$ cat src/rtl/multicycle_control_unit_pkg.sv
// Shared types and encodings for the RV32I multicycle control unit.
package riscv_ctrl_pkg;

  typedef enum logic [3:0] {
    ST_FETCH     = 4'd0,
    ST_DECODE    = 4'd1,
    ST_MEM_ADDR  = 4'd2,
    ST_MEM_READ  = 4'd3,
    ST_MEM_WB    = 4'd4,
    ST_MEM_WRITE = 4'd5,
    ST_EXEC_R    = 4'd6,
    ST_EXEC_I    = 4'd7,
    ST_EXEC_U    = 4'd8,
    ST_ALU_WB    = 4'd9,
    ST_JALR_ADDR = 4'd10,
    ST_JAL       = 4'd11,
    ST_BRANCH    = 4'd12,
    ST_HALT      = 4'd13
  } state_t;

  typedef enum logic [3:0] {
    ALU_ADD  = 4'd0,
    ALU_SUB  = 4'd1,
    ALU_SLL  = 4'd2,
    ALU_SLT  = 4'd3,
    ALU_SLTU = 4'd4,
    ALU_XOR  = 4'd5,
    ALU_SRL  = 4'd6,
    ALU_SRA  = 4'd7,
    ALU_OR   = 4'd8,
    ALU_AND  = 4'd9
  } alu_ctrl_t;

  // What the current state wants from the ALU; FUNCT defers to funct3/funct7_5.
  typedef enum logic [1:0] {
    ALU_CLS_ADD   = 2'd0,
    ALU_CLS_SUB   = 2'd1,
    ALU_CLS_FUNCT = 2'd2
  } alu_class_t;

  localparam logic [6:0] OP_LOAD   = 7'b0000011;
  localparam logic [6:0] OP_STORE  = 7'b0100011;
  localparam logic [6:0] OP_R      = 7'b0110011;
  localparam logic [6:0] OP_I      = 7'b0010011;
  localparam logic [6:0] OP_LUI    = 7'b0110111;
  localparam logic [6:0] OP_AUIPC  = 7'b0010111;
  localparam logic [6:0] OP_JAL    = 7'b1101111;
  localparam logic [6:0] OP_JALR   = 7'b1100111;
  localparam logic [6:0] OP_BRANCH = 7'b1100011;
  localparam logic [6:0] OP_SYSTEM = 7'b1110011;

  localparam logic [2:0] IMM_I = 3'b000;
  localparam logic [2:0] IMM_S = 3'b001;
  localparam logic [2:0] IMM_B = 3'b010;
  localparam logic [2:0] IMM_U = 3'b011;
  localparam logic [2:0] IMM_J = 3'b100;

  localparam logic [1:0] SRC_A_PC     = 2'b00;
  localparam logic [1:0] SRC_A_OLD_PC = 2'b01;
  localparam logic [1:0] SRC_A_RS1    = 2'b10;
  localparam logic [1:0] SRC_A_ZERO   = 2'b11;

  localparam logic [1:0] SRC_B_RS2  = 2'b00;
  localparam logic [1:0] SRC_B_IMM  = 2'b01;
  localparam logic [1:0] SRC_B_FOUR = 2'b10;

  localparam logic [1:0] RES_ALU_OUT    = 2'b00;
  localparam logic [1:0] RES_MEM_DATA   = 2'b01;
  localparam logic [1:0] RES_ALU_RESULT = 2'b10;

  function automatic logic [2:0] imm_src_for(input logic [6:0] op);
    case (op)
      OP_STORE:         return IMM_S;
      OP_BRANCH:        return IMM_B;
      OP_LUI, OP_AUIPC: return IMM_U;
      OP_JAL:           return IMM_J;
      default:          return IMM_I;
    endcase
  endfunction

endpackage

$ cat src/rtl/multicycle_control_unit_alu_decoder.sv
// Maps the requested ALU class plus instruction fields to an ALU operation code.
module alu_decoder
  import riscv_ctrl_pkg::*;
(
  input  logic [1:0] alu_class,
  input  logic [2:0] funct3,
  input  logic       funct7_5,
  input  logic [6:0] opcode,
  output logic [3:0] alu_ctrl
);

  logic is_r;

  // Only register-register ops use funct7_5 to pick SUB; addi must ignore it.
  assign is_r = (opcode == OP_R);

  always_comb begin
    alu_ctrl = ALU_ADD;
    case (alu_class)
      ALU_CLS_SUB: alu_ctrl = ALU_SUB;
      ALU_CLS_FUNCT: begin
        case (funct3)
          3'b000:  alu_ctrl = (is_r && funct7_5) ? ALU_SUB : ALU_ADD;
          3'b001:  alu_ctrl = ALU_SLL;
          3'b010:  alu_ctrl = ALU_SLT;
          3'b011:  alu_ctrl = ALU_SLTU;
          3'b100:  alu_ctrl = ALU_XOR;
          3'b101:  alu_ctrl = funct7_5 ? ALU_SRA : ALU_SRL;
          3'b110:  alu_ctrl = ALU_OR;
          default: alu_ctrl = ALU_AND;
        endcase
      end
      default: alu_ctrl = ALU_ADD;
    endcase
  end

endmodule

$ cat src/rtl/multicycle_control_unit.sv
// Moore-style sequencer for the shared-ALU, unified-memory RV32I multicycle datapath.
//
// state      | meaning
// FETCH      | read instr at PC, PC <= PC+4 on mem_ready
// DECODE     | alu_out <= old_pc+imm, dispatch on opcode
// MEM_ADDR   | alu_out <= rs1+imm
// MEM_READ   | load access at alu_out, wait mem_ready
// MEM_WB     | rd <= load data, retire
// MEM_WRITE  | store access at alu_out, retire on mem_ready
// EXEC_R     | alu_out <= rs1 op rs2
// EXEC_I     | alu_out <= rs1 op imm
// EXEC_U     | alu_out <= imm (lui) or old_pc+imm (auipc)
// ALU_WB     | rd <= alu_out, retire
// JALR_ADDR  | alu_out <= rs1+imm (jump target)
// JAL        | PC <= alu_out, alu_out <= old_pc+4
// BRANCH     | compare, PC <= alu_out if taken, retire
// HALT       | idle until reset
module multicycle_control_unit
  import riscv_ctrl_pkg::*;
#(
  parameter bit RESET_STATE_FETCH = 1'b1
) (
  input  logic       clk,
  input  logic       reset,
  input  logic [6:0] opcode,
  input  logic [2:0] funct3,
  input  logic       funct7_5,
  input  logic       alu_zero,
  input  logic       alu_lt,
  input  logic       alu_ltu,
  input  logic       mem_ready,
  output logic       mem_req,
  output logic       mem_write,
  output logic       adr_src,
  output logic       ir_write,
  output logic       pc_write,
  output logic       reg_write,
  output logic [1:0] alu_src_a,
  output logic [1:0] alu_src_b,
  output logic [1:0] result_src,
  output logic [2:0] imm_src,
  output logic [3:0] alu_ctrl,
  output logic       instr_retired,
  output logic       illegal_instr,
  output logic       halted
);

  localparam state_t RESET_STATE = RESET_STATE_FETCH ? ST_FETCH : ST_HALT;

  state_t     state_q, state_d;
  logic [1:0] alu_class;
  logic       taken;

  always_ff @(posedge clk) begin
    if (reset) state_q <= RESET_STATE;
    else       state_q <= state_d;
  end

  always_comb begin
    case (funct3)
      3'b000:  taken = alu_zero;
      3'b001:  taken = !alu_zero;
      3'b100:  taken = alu_lt;
      3'b101:  taken = !alu_lt;
      3'b110:  taken = alu_ltu;
      3'b111:  taken = !alu_ltu;
      default: taken = 1'b0;
    endcase
  end

  always_comb begin
    state_d       = state_q;
    mem_req       = 1'b0;
    mem_write     = 1'b0;
    adr_src       = 1'b0;
    ir_write      = 1'b0;
    pc_write      = 1'b0;
    reg_write     = 1'b0;
    alu_src_a     = SRC_A_PC;
    alu_src_b     = SRC_B_RS2;
    result_src    = RES_ALU_OUT;
    imm_src       = IMM_I;
    alu_class     = ALU_CLS_ADD;
    instr_retired = 1'b0;
    illegal_instr = 1'b0;
    halted        = 1'b0;
    // Reset forces everything quiet so an aborted access never writes.
    if (!reset) begin
      imm_src = imm_src_for(opcode);
      case (state_q)
        ST_FETCH: begin
          mem_req    = 1'b1;
          alu_src_b  = SRC_B_FOUR;
          result_src = RES_ALU_RESULT;
          if (mem_ready) begin
            ir_write = 1'b1;
            pc_write = 1'b1;
            state_d  = ST_DECODE;
          end
        end
        ST_DECODE: begin
          alu_src_a = SRC_A_OLD_PC;
          alu_src_b = SRC_B_IMM;
          case (opcode)
            OP_LOAD, OP_STORE: state_d = ST_MEM_ADDR;
            OP_R:              state_d = ST_EXEC_R;
            OP_I:              state_d = ST_EXEC_I;
            OP_LUI, OP_AUIPC:  state_d = ST_EXEC_U;
            OP_JAL:            state_d = ST_JAL;
            OP_JALR:           state_d = ST_JALR_ADDR;
            OP_BRANCH:         state_d = ST_BRANCH;
            OP_SYSTEM:         state_d = ST_HALT;
            default: begin
              illegal_instr = 1'b1;
              state_d       = ST_FETCH;
            end
          endcase
        end
        ST_MEM_ADDR: begin
          alu_src_a = SRC_A_RS1;
          alu_src_b = SRC_B_IMM;
          state_d   = (opcode == OP_STORE) ? ST_MEM_WRITE : ST_MEM_READ;
        end
        ST_MEM_READ: begin
          mem_req = 1'b1;
          adr_src = 1'b1;
          if (mem_ready) state_d = ST_MEM_WB;
        end
        ST_MEM_WB: begin
          result_src    = RES_MEM_DATA;
          reg_write     = 1'b1;
          instr_retired = 1'b1;
          state_d       = ST_FETCH;
        end
        ST_MEM_WRITE: begin
          mem_req   = 1'b1;
          mem_write = 1'b1;
          adr_src   = 1'b1;
          if (mem_ready) begin
            instr_retired = 1'b1;
            state_d       = ST_FETCH;
          end
        end
        ST_EXEC_R: begin
          alu_src_a = SRC_A_RS1;
          alu_class = ALU_CLS_FUNCT;
          state_d   = ST_ALU_WB;
        end
        ST_EXEC_I: begin
          alu_src_a = SRC_A_RS1;
          alu_src_b = SRC_B_IMM;
          alu_class = ALU_CLS_FUNCT;
          state_d   = ST_ALU_WB;
        end
        ST_EXEC_U: begin
          alu_src_a = (opcode == OP_LUI) ? SRC_A_ZERO : SRC_A_OLD_PC;
          alu_src_b = SRC_B_IMM;
          state_d   = ST_ALU_WB;
        end
        ST_ALU_WB: begin
          reg_write     = 1'b1;
          instr_retired = 1'b1;
          state_d       = ST_FETCH;
        end
        ST_JALR_ADDR: begin
          alu_src_a = SRC_A_RS1;
          alu_src_b = SRC_B_IMM;
          state_d   = ST_JAL;
        end
        ST_JAL: begin
          alu_src_a = SRC_A_OLD_PC;
          alu_src_b = SRC_B_FOUR;
          pc_write  = 1'b1;
          state_d   = ST_ALU_WB;
        end
        ST_BRANCH: begin
          alu_src_a     = SRC_A_RS1;
          alu_class     = ALU_CLS_SUB;
          pc_write      = taken;
          instr_retired = 1'b1;
          state_d       = ST_FETCH;
        end
        ST_HALT: halted = 1'b1;
        default: state_d = ST_FETCH;
      endcase
    end
  end

  alu_decoder u_alu_decoder (
    .alu_class (alu_class),
    .funct3    (funct3),
    .funct7_5  (funct7_5),
    .opcode    (opcode),
    .alu_ctrl  (alu_ctrl)
  );

endmodule

$ cat config.mk
export PLATFORM = sky130hd
export DESIGN_NAME = multicycle_control_unit
export DESIGN_NICKNAME = d
export VERILOG_FILES = /design/src/rtl/multicycle_control_unit_pkg.sv /design/src/rtl/multicycle_control_unit_alu_decoder.sv /design/src/rtl/multicycle_control_unit.sv
export SDC_FILE = /design/constraint.sdc
export NUM_CORES = 1
export LEC_CHECK = 0
export CORE_UTILIZATION = 47
export CTS_CLUSTER_SIZE = 25
export DETAILED_ROUTE_END_ITERATION = 8
export GPL_TIMING_DRIVEN = 0
export HOLD_SLACK_MARGIN = 0.03
export PLACE_DENSITY_LB_ADDON = 0.1
export SYNTH_ARGS = -nofsm -noshare
export SYNTH_HDL_FRONTEND = slang
export SYNTH_SLANG_ARGS = --single-unit
$ cat constraint.sdc
create_clock -name clk -period 3.05 [get_ports clk]
set_clock_uncertainty 0.1 [all_clocks]
set_input_delay 0.305 -clock clk [delete_from_list [all_inputs] [get_ports clk]]
set_output_delay 0.305 -clock clk [all_outputs]
set_load 0.02 [all_outputs]
==> impl_results.rst, run 1 <==
.. list-table::
   :header-rows: 1

   * - Metric
     - Value
   * - Area share of xor/xnor cells in the synthesized design
     - between 4 and 5%
   * - Clock-pin transition on the worst setup and hold timing paths
     - approximately 0.040 ns
   * - Mux share of post-synthesis cell area
     - 6.37%
   * - Ratio of final minimum period to clock period
     - 93.6%
   * - Most used cells in the layout excluding fill and tap cells
     - 32 x clkdlybuf4s50_1, 17 x nor2_1, 11 x nand2_1
   * - Register containing the most flip-flops in the final layout
     - state_q
   * - Final count of pins violating max slew
     - 0
   * - Crit. End Element
     - primary output
   * - Simple-gate area share of the yosys netlist
     - 41.5%
   * - Pwr/cell area
     - slightly below 200 nW/um^2
   * - Cell internal power dissipation
     - 0.169 mW
   * - Clock share of power
     - around a quarter
   * - Layout cell share with drive strength beyond 1
     - 13.7%
   * - Class of the most critical hold timing path
     - in2reg
   * - Worst Max-Slew Pin Slew
     - 0.534 ns
   * - Antenna violations before repair
     - 0
   * - Number of clock sinks
     - 4
   * - Core Area
     - 1960 um^2
   * - CTS buffer count
     - 3
   * - Total die area
     - 2280 um^2
   * - Required time at the worst-slack endpoint
     - 2.64 ns
   * - Area of the multi-input gates
     - 823 um^2
   * - End-of-flow core utilization
     - 71.4%
   * - Number of maximum-capacitance constraint violations
     - 0
   * - Routed via count
     - 1,229
   * - Effective utilization at floorplan
     - 50.1%
   * - Status
     - complete, no violations
   * - Setup ws final
     - 0.195 ns
   * - Worst hold margin
     - ~0.54 ns
   * - Global routing usage summed across all routing layers
     - 26.4%
   * - Number of fill cells in the layout
     - 199
   * - Critical path's most frequent cell
     - nor2_2
   * - Count of endpoints failing hold in the final timing report
     - 0
   * - Reg2Reg Depth
     - 5
   * - Clock Tree Root
     - clkbuf_4
   * - Number of setup buffers added after CTS
     - 0
   * - N_diodes
     - 0
   * - Final worst path period need
     - 2.85 ns
   * - Post-synth design cell area
     - 982 um^2
   * - Buffer depth of the longest clock path
     - 2
   * - Most common cell after layout, fill and taps aside
     - clkdlybuf4s50_1
   * - Post-route DRC violation count
     - 0
   * - H-Tree Depth
     - 1
   * - Post-synthesis adder-cell area fraction
     - 2.55%
   * - Maximum fanout along the worst path
     - 10
   * - Net total in the final layout
     - around 200
   * - Sequential fraction of the synthesis area
     - 8.15%
   * - WS Path Type
     - reg2out
   * - Maximum number of pins on one net before global-route repair
     - 11
   * - Static Leakage
     - approximately 0.53 nW
   * - Element type at the critical path start
     - flop
   * - Highest Clock Rate
     - 350 MHz
   * - Launch instance of the worst min-delay path
     - opcode[6]
   * - Cell-by-cell trace of the critical path
     - buf_2, nor2_2, nand2_1, nor2_2, inv_1, ha_1, nand2b_1, a211o_1, o22ai_1, clkdlybuf4s15_1
   * - Comb pwr share
     - between 50% and 60%
   * - Num ports
     - 39
   * - Share of power burned in registers
     - 20.6%
   * - Total net switching power
     - 0.100 mW
   * - Post-synthesis cell count
     - around 150
   * - Maximum vdd ir drop
     - 0.200 mV
   * - Cell with the biggest individual delay on the critical path
     - clkdlybuf4s15_1
   * - Clock latency of the later-clocked register in the worst-skew pair
     - about 0.23 ns
   * - DRC marker count from the first detailed-route iteration
     - 31
   * - RD Place Congestion
     - roughly 0.92
   * - Remaining antenna violation count
     - 0
   * - First-pass DRT Iterations
     - 4
   * - Unrepaired setup endpoints after global routing
     - false
   * - Register area
     - 80.1 um^2
   * - EDFF count, synth
     - 0
   * - Register bit count reported by yosys
     - 4
   * - Avg Synthesized Cell Area
     - around 6.8 um^2
   * - Reg2Reg Setup Slack
     - between 1.5 and 2 ns
   * - Count of warnings emitted by yosys
     - 0
   * - Detailed placement HPWL
     - 2220 um
   * - Routed wire length
     - ~2900 um
   * - Non-Filler Instances
     - 210
   * - Largest family of logic cells by synthesized area
     - simple AND/OR/NAND/NOR gates
   * - Hold Path Sink
     - state_q[1]
   * - WP data arrival
     - between 2 and 2.5 ns
   * - Setup TNS Final
     - 0 ns
   * - Final setup fails
     - 0
   * - FF-to-FF Start
     - state_q[3]
   * - Number of cells in the design after placement
     - between 200 and 250
   * - Floorplan die height
     - 47.7 um
   * - Wire length per cell after detailed routing
     - 13.8 um
   * - Flip-flop count of the largest register, all copies and words added
     - 4
   * - Async SR Flop Fraction
     - 0%
   * - Remaining max-slew budget at the tightest pin
     - 64.4%
   * - Avg Vias per Cell
     - 5.85
   * - Distinct cells, synth
     - 55
   * - Count of buffers inserted at the top-level ports
     - 35
   * - Synth Area in Compound Gates
     - 28.4%
   * - Post-CTS Hold Buffers
     - 0
   * - Via count of the first global-routing pass
     - 990
   * - Wire length of the first global-routing pass
     - 4270 um
   * - Clock tree from TritonCTS
     - yes
   * - Layout-stage area growth over the synthesis result
     - 42.7%
   * - Gates resized, CTS repair
     - 1
   * - DP Worst Slack
     - 0.0182 ns
   * - Total grt overflow
     - 0
   * - Top Registers
     - state_q x4
   * - Chip Width
     - between 40 and 50 um
   * - Delay of the slowest cell on the worst path
     - 0.32 ns
   * - Switching portion of total power
     - 37.2%
   * - Top flip-flop cell by instance count after synthesis
     - dfxtp_1
   * - Worst r2r dst
     - state_q[2]
   * - Number of standard-cell rows in the floorplan
     - 16
   * - Number of cells on the worst hold path
     - 4
   * - Syn_nets
     - 164
==> power by group through the flow <==
stage / registers (mW) / logic [mW] / clock network [mW]
after detailed placement: 0.0561 / 0.148 / 0
final: 0.0554 / 0.150 / 0.0637
after floorplan: 0.0559 / 0.0909 / 0
after global placement: 0.0561 / 0.146 / 0
after CTS: 0.0554 / 0.148 / 0.0690
after global routing: 0.0556 / 0.163 / 0.0738
==> critical path: cells and delay by family, from the launching register on <==
kind / cells / cell delay [ns]
adder cells (fa/ha/maj): 1 / 0.30
AO/OA/AOI/OAI: 2 / 0.36
AND/OR/NAND/NOR: 4 / 0.68
flip-flops: 1 / 0.30
buffers and inverters: 3 / 0.56
==> how the worst max path moves through the flow <==
stage               startpoint          end  slack, ns  cells past startpoint
floorplan                reset  alu_ctrl[0]       0.64                      9
global placement         reset  alu_ctrl[0]       0.05                     10
detailed placement       reset  alu_ctrl[0]       0.02                     10
CTS                 state_q[1]  alu_ctrl[2]       0.05                      9
global route        state_q[1]  alu_ctrl[0]      0.003                     10
finish              state_q[1]  alu_ctrl[0]       0.20                     10
==> layout make-up <==
| type | count | area share [%] |
|---|---|---|
| Multi-Input combinational cell | 124 | 58.8 |
| Timing Repair Buffer | 35 | 25.4 |
| Sequential cell | 4 | 5.71 |
| Buffer | 13 | 5.09 |
| Tap cell | 27 | 2.41 |
| Clock buffer | 3 | 1.61 |
| Inverter | 4 | 1.07 |
==> metrics by stage <==
stage               instance area (um^2)  power (mW)
detailed placement                  1370       0.204
global placement                    1370       0.202
finish                              1400       0.270
CTS                                 1390       0.273
floorplan                            982       0.147
global route                        1400       0.293
==> Yosys cell counts, drive strengths merged (2+ instances only) <==
cell type | n | area share [%]
buf | 11 | 6.2
nor2 | 19 | 7.3
nand2 | 11 | 4.2
xor2 | 2 | 1.8
a211o | 2 | 1.8
nand3 | 4 | 2.0
xnor2 | 3 | 2.7
and4 | 2 | 1.8
clkbuf | 2 | 0.76
mux2 | 2 | 2.3
nor2b | 3 | 1.9
nand3b | 2 | 1.5
nor3b | 3 | 2.3
inv | 4 | 1.5
a31o | 2 | 1.8
nand2b | 9 | 5.7
a21oi | 9 | 5.0
and3b | 2 | 1.8
a31oi | 2 | 1.3
a21boi | 2 | 1.5
o22ai | 3 | 1.9
mux2i | 4 | 4.1
ha | 2 | 2.5
and2 | 3 | 1.9
dfxtp | 4 | 8.2
nor4 | 2 | 1.9
o21ai | 7 | 3.6
nor3 | 5 | 3.1
==> cells by family (layout without fill, tap and decap cells) <==
logic type / after synthesis / in the layout
AO/OA/AOI/OAI: 39 / 39
XOR/XNOR: 5 / 5
adder cells (fa/ha/maj): 2 / 2
buffers and inverters: 17 / 55
flip-flops: 4 / 4
multiplexers: 6 / 6
AND/OR/NAND/NOR: 72 / 72
==> metal layers <==
| metal | part of all wire, % | GRT usage [%] |
|---|---|---|
| met5 | 0 | 0 |
| met4 | 0 | 11.1 |
| met3 | 3.5 | 2.26 |
| met2 | 50 | 41.9 |
| met1 | 47 | 36.5 |
Power figures use the tool's default switching activity.
==> inputs of run 2 (changes only) <==
MAX_ROUTING_LAYER = met4   (was unset)
==> impl_results.rst, run 2 (synthesis results as in run 1) <==
.. list-table::
   :header-rows: 1

   * - Metric
     - Value
   * - Status
     - complete, no violations
   * - Routed via count
     - 1,226
   * - Final count of pins violating max slew
     - 0
   * - Clock latency of the later-clocked register in the worst-skew pair
     - roughly 0.23 ns
   * - H-Tree Depth
     - 1
   * - Ratio of final minimum period to clock period
     - 94.0%
   * - Wire length of the first global-routing pass
     - 4260 um
   * - Maximum fanout along the worst path
     - 10
   * - Flip-flop count of the largest register, all copies and words added
     - 4
   * - WP data arrival
     - 2.46 ns
   * - Remaining antenna violation count
     - 0
   * - Clock Tree Root
     - clkbuf_4
   * - Post-route DRC violation count
     - 0
   * - Via count of the first global-routing pass
     - 961
   * - Required time at the worst-slack endpoint
     - 2.64 ns
   * - Register area
     - 80.1 um^2
   * - Crit. End Element
     - primary output
   * - Layout cell share with drive strength beyond 1
     - approximately 14%
   * - Static Leakage
     - 0.512 nW
   * - Total die area
     - 2280 um^2
   * - Net total in the final layout
     - between 200 and 250
   * - Register containing the most flip-flops in the final layout
     - state_q
   * - Floorplan die height
     - 47.7 um
   * - Setup TNS Final
     - 0 ns
   * - WS Path Type
     - reg2out
   * - Element type at the critical path start
     - flop
   * - Core Area
     - 1960 um^2
   * - Setup ws final
     - 0.184 ns
   * - Count of buffers inserted at the top-level ports
     - 35
   * - Total grt overflow
     - 0
   * - Number of fill cells in the layout
     - roughly 190
   * - Buffer depth of the longest clock path
     - 2
   * - Family with the most delay on the worst path
     - buffers and inverters
   * - Effective utilization at floorplan
     - roughly 50%
   * - Unrepaired setup endpoints after global routing
     - false
   * - Remaining max-slew budget at the tightest pin
     - 66.4%
   * - First-pass DRT Iterations
     - 4
   * - Avg Vias per Cell
     - 5.84
   * - Number of clock sinks
     - 4
   * - Final worst path period need
     - 2.87 ns
   * - Delay of the slowest cell on the worst path
     - 0.60 ns
   * - Maximum number of pins on one net before global-route repair
     - 11
   * - Wire length per cell after detailed routing
     - 13.2 um
   * - Post-CTS Hold Buffers
     - 0
   * - CTS buffer count
     - 3
   * - Class of the most critical hold timing path
     - in2reg
   * - Antenna violations before repair
     - 0
   * - RD Place Congestion
     - ~0.93
   * - Count of endpoints failing hold in the final timing report
     - 0
   * - Pwr/cell area
     - 192 nW/um^2
   * - DP Worst Slack
     - 0.0373 ns
   * - Layout-stage area growth over the synthesis result
     - 42.3%
   * - Global routing usage summed across all routing layers
     - 27.0%
   * - Cell with the biggest individual delay on the critical path
     - clkdlybuf4s50_1
   * - Area of the multi-input gates
     - 823 um^2
   * - Number of setup buffers added after CTS
     - 0
   * - Combined buffer and inverter count along the critical path
     - 3
   * - Number of maximum-capacitance constraint violations
     - 0
   * - Number of standard-cell rows in the floorplan
     - 16
   * - Most used cells in the layout excluding fill and tap cells
     - 33 x clkdlybuf4s50_1, 17 x nor2_1, 11 x nand2_1
   * - DRC marker count from the first detailed-route iteration
     - 44
   * - Top Registers
     - state_q x4
   * - Highest Clock Rate
     - about 350 MHz
   * - Num ports
     - 39
   * - Detailed placement HPWL
     - around 2200 um
   * - Maximum vdd ir drop
     - 0.211 mV
   * - Cell-by-cell trace of the critical path
     - buf_2, nor2_2, nand2_1, nor2_2, inv_1, ha_1, nand2b_1, nor2_1, clkdlybuf4s50_1
   * - Routed wire length
     - 2770 um
   * - Clock-pin transition on the worst setup and hold timing paths
     - 0.04 ns
   * - Clock tree from TritonCTS
     - yes
   * - Worst Max-Slew Pin Slew
     - 0.504 ns
   * - Critical path's most frequent cell
     - nor2_2
   * - Final setup fails
     - 0
   * - N_diodes
     - 0
   * - Most common cell after layout, fill and taps aside
     - clkdlybuf4s50_1
   * - Chip Width
     - 47.7 um
run 2: cell types whose count changed in the layout (fill, tap and decap cells not counted), sizes merged:
cell / before / now
clkdlybuf4s15: 1 / 0
clkdlybuf4s50: 32 / 33
dlygate4sd2: 0 / 1
dlymetal6s2s: 2 / 1
run 2: where the power goes:
part / switching, mW / internal [mW] / total, mW
clock: 0.0207 / 0.0439 / 0.0646
combinational: 0.0784 / 0.0707 / 0.149
sequential: 0.000709 / 0.0546 / 0.0554
total: 0.0997 / 0.169 / 0.269
run 2: metrics by stage:
step	power [mW]	instances	util (%)	instance area (um^2)	hold slack, ns
6_report	0.269	210	71.2	1400	0.552
5_1_grt	0.292	210	71.2	1400	0.598
4_1_cts	0.272	210	70.7	1390	0.524
3_5_place_dp	0.204	207	69.6	1370	0.654
3_3_place_gp	0.202	207	69.6	1370	0.657
2_1_floorplan	0.147	145	-	982	0.415
run 2: layout make-up:
| class | count | area share (%) |
|---|---|---|
| Tap cell | 27 | 2.42 |
| Inverter | 4 | 1.07 |
| Buffer | 13 | 5.10 |
| Sequential cell | 4 | 5.73 |
| Timing Repair Buffer | 35 | 25.2 |
| Clock buffer | 3 | 1.61 |
| Multi-Input combinational cell | 124 | 58.9 |
run 2: what timing repair did:
item / in CTS / in global routing
pin swaps: 0 / 0
setup endpoints to repair: 1 / 3
resized for setup: 1 / 4
run 2: final timing paths:
| path | from | to | slack (ns) | depth (start not counted) |
|---|---|---|---|---|
| worst min-delay path | opcode[6] | state_q[1] | 0.55 | 4 |
| worst max register to register | state_q[3] | state_q[2] | 1.55 | 5 |
| worst max-delay path | state_q[1] | alu_ctrl[2] | 0.18 | 9 |
| worst min register to register | state_q[2] | state_q[3] | 0.66 | 3 |
run 2: worst register-to-register path: stages (launching register included):
cell and delay [ns]:
dfxtp_1 0.30, buf_4 0.16, or2b_4 0.28, a31o_1 0.25, a21oi_2 0.20, nor4_2 0.07
run 2: routing by layer:
metal | vias up | track usage, % | wire length [um]
li1 | 606 | - | -
met1 | 570 | 36.8 | 1300
met2 | 50 | 41.9 | 1310
met3 | 0 | 2.26 | 152
met4 | 0 | 8.89 | 0
met5 | - | - | 0
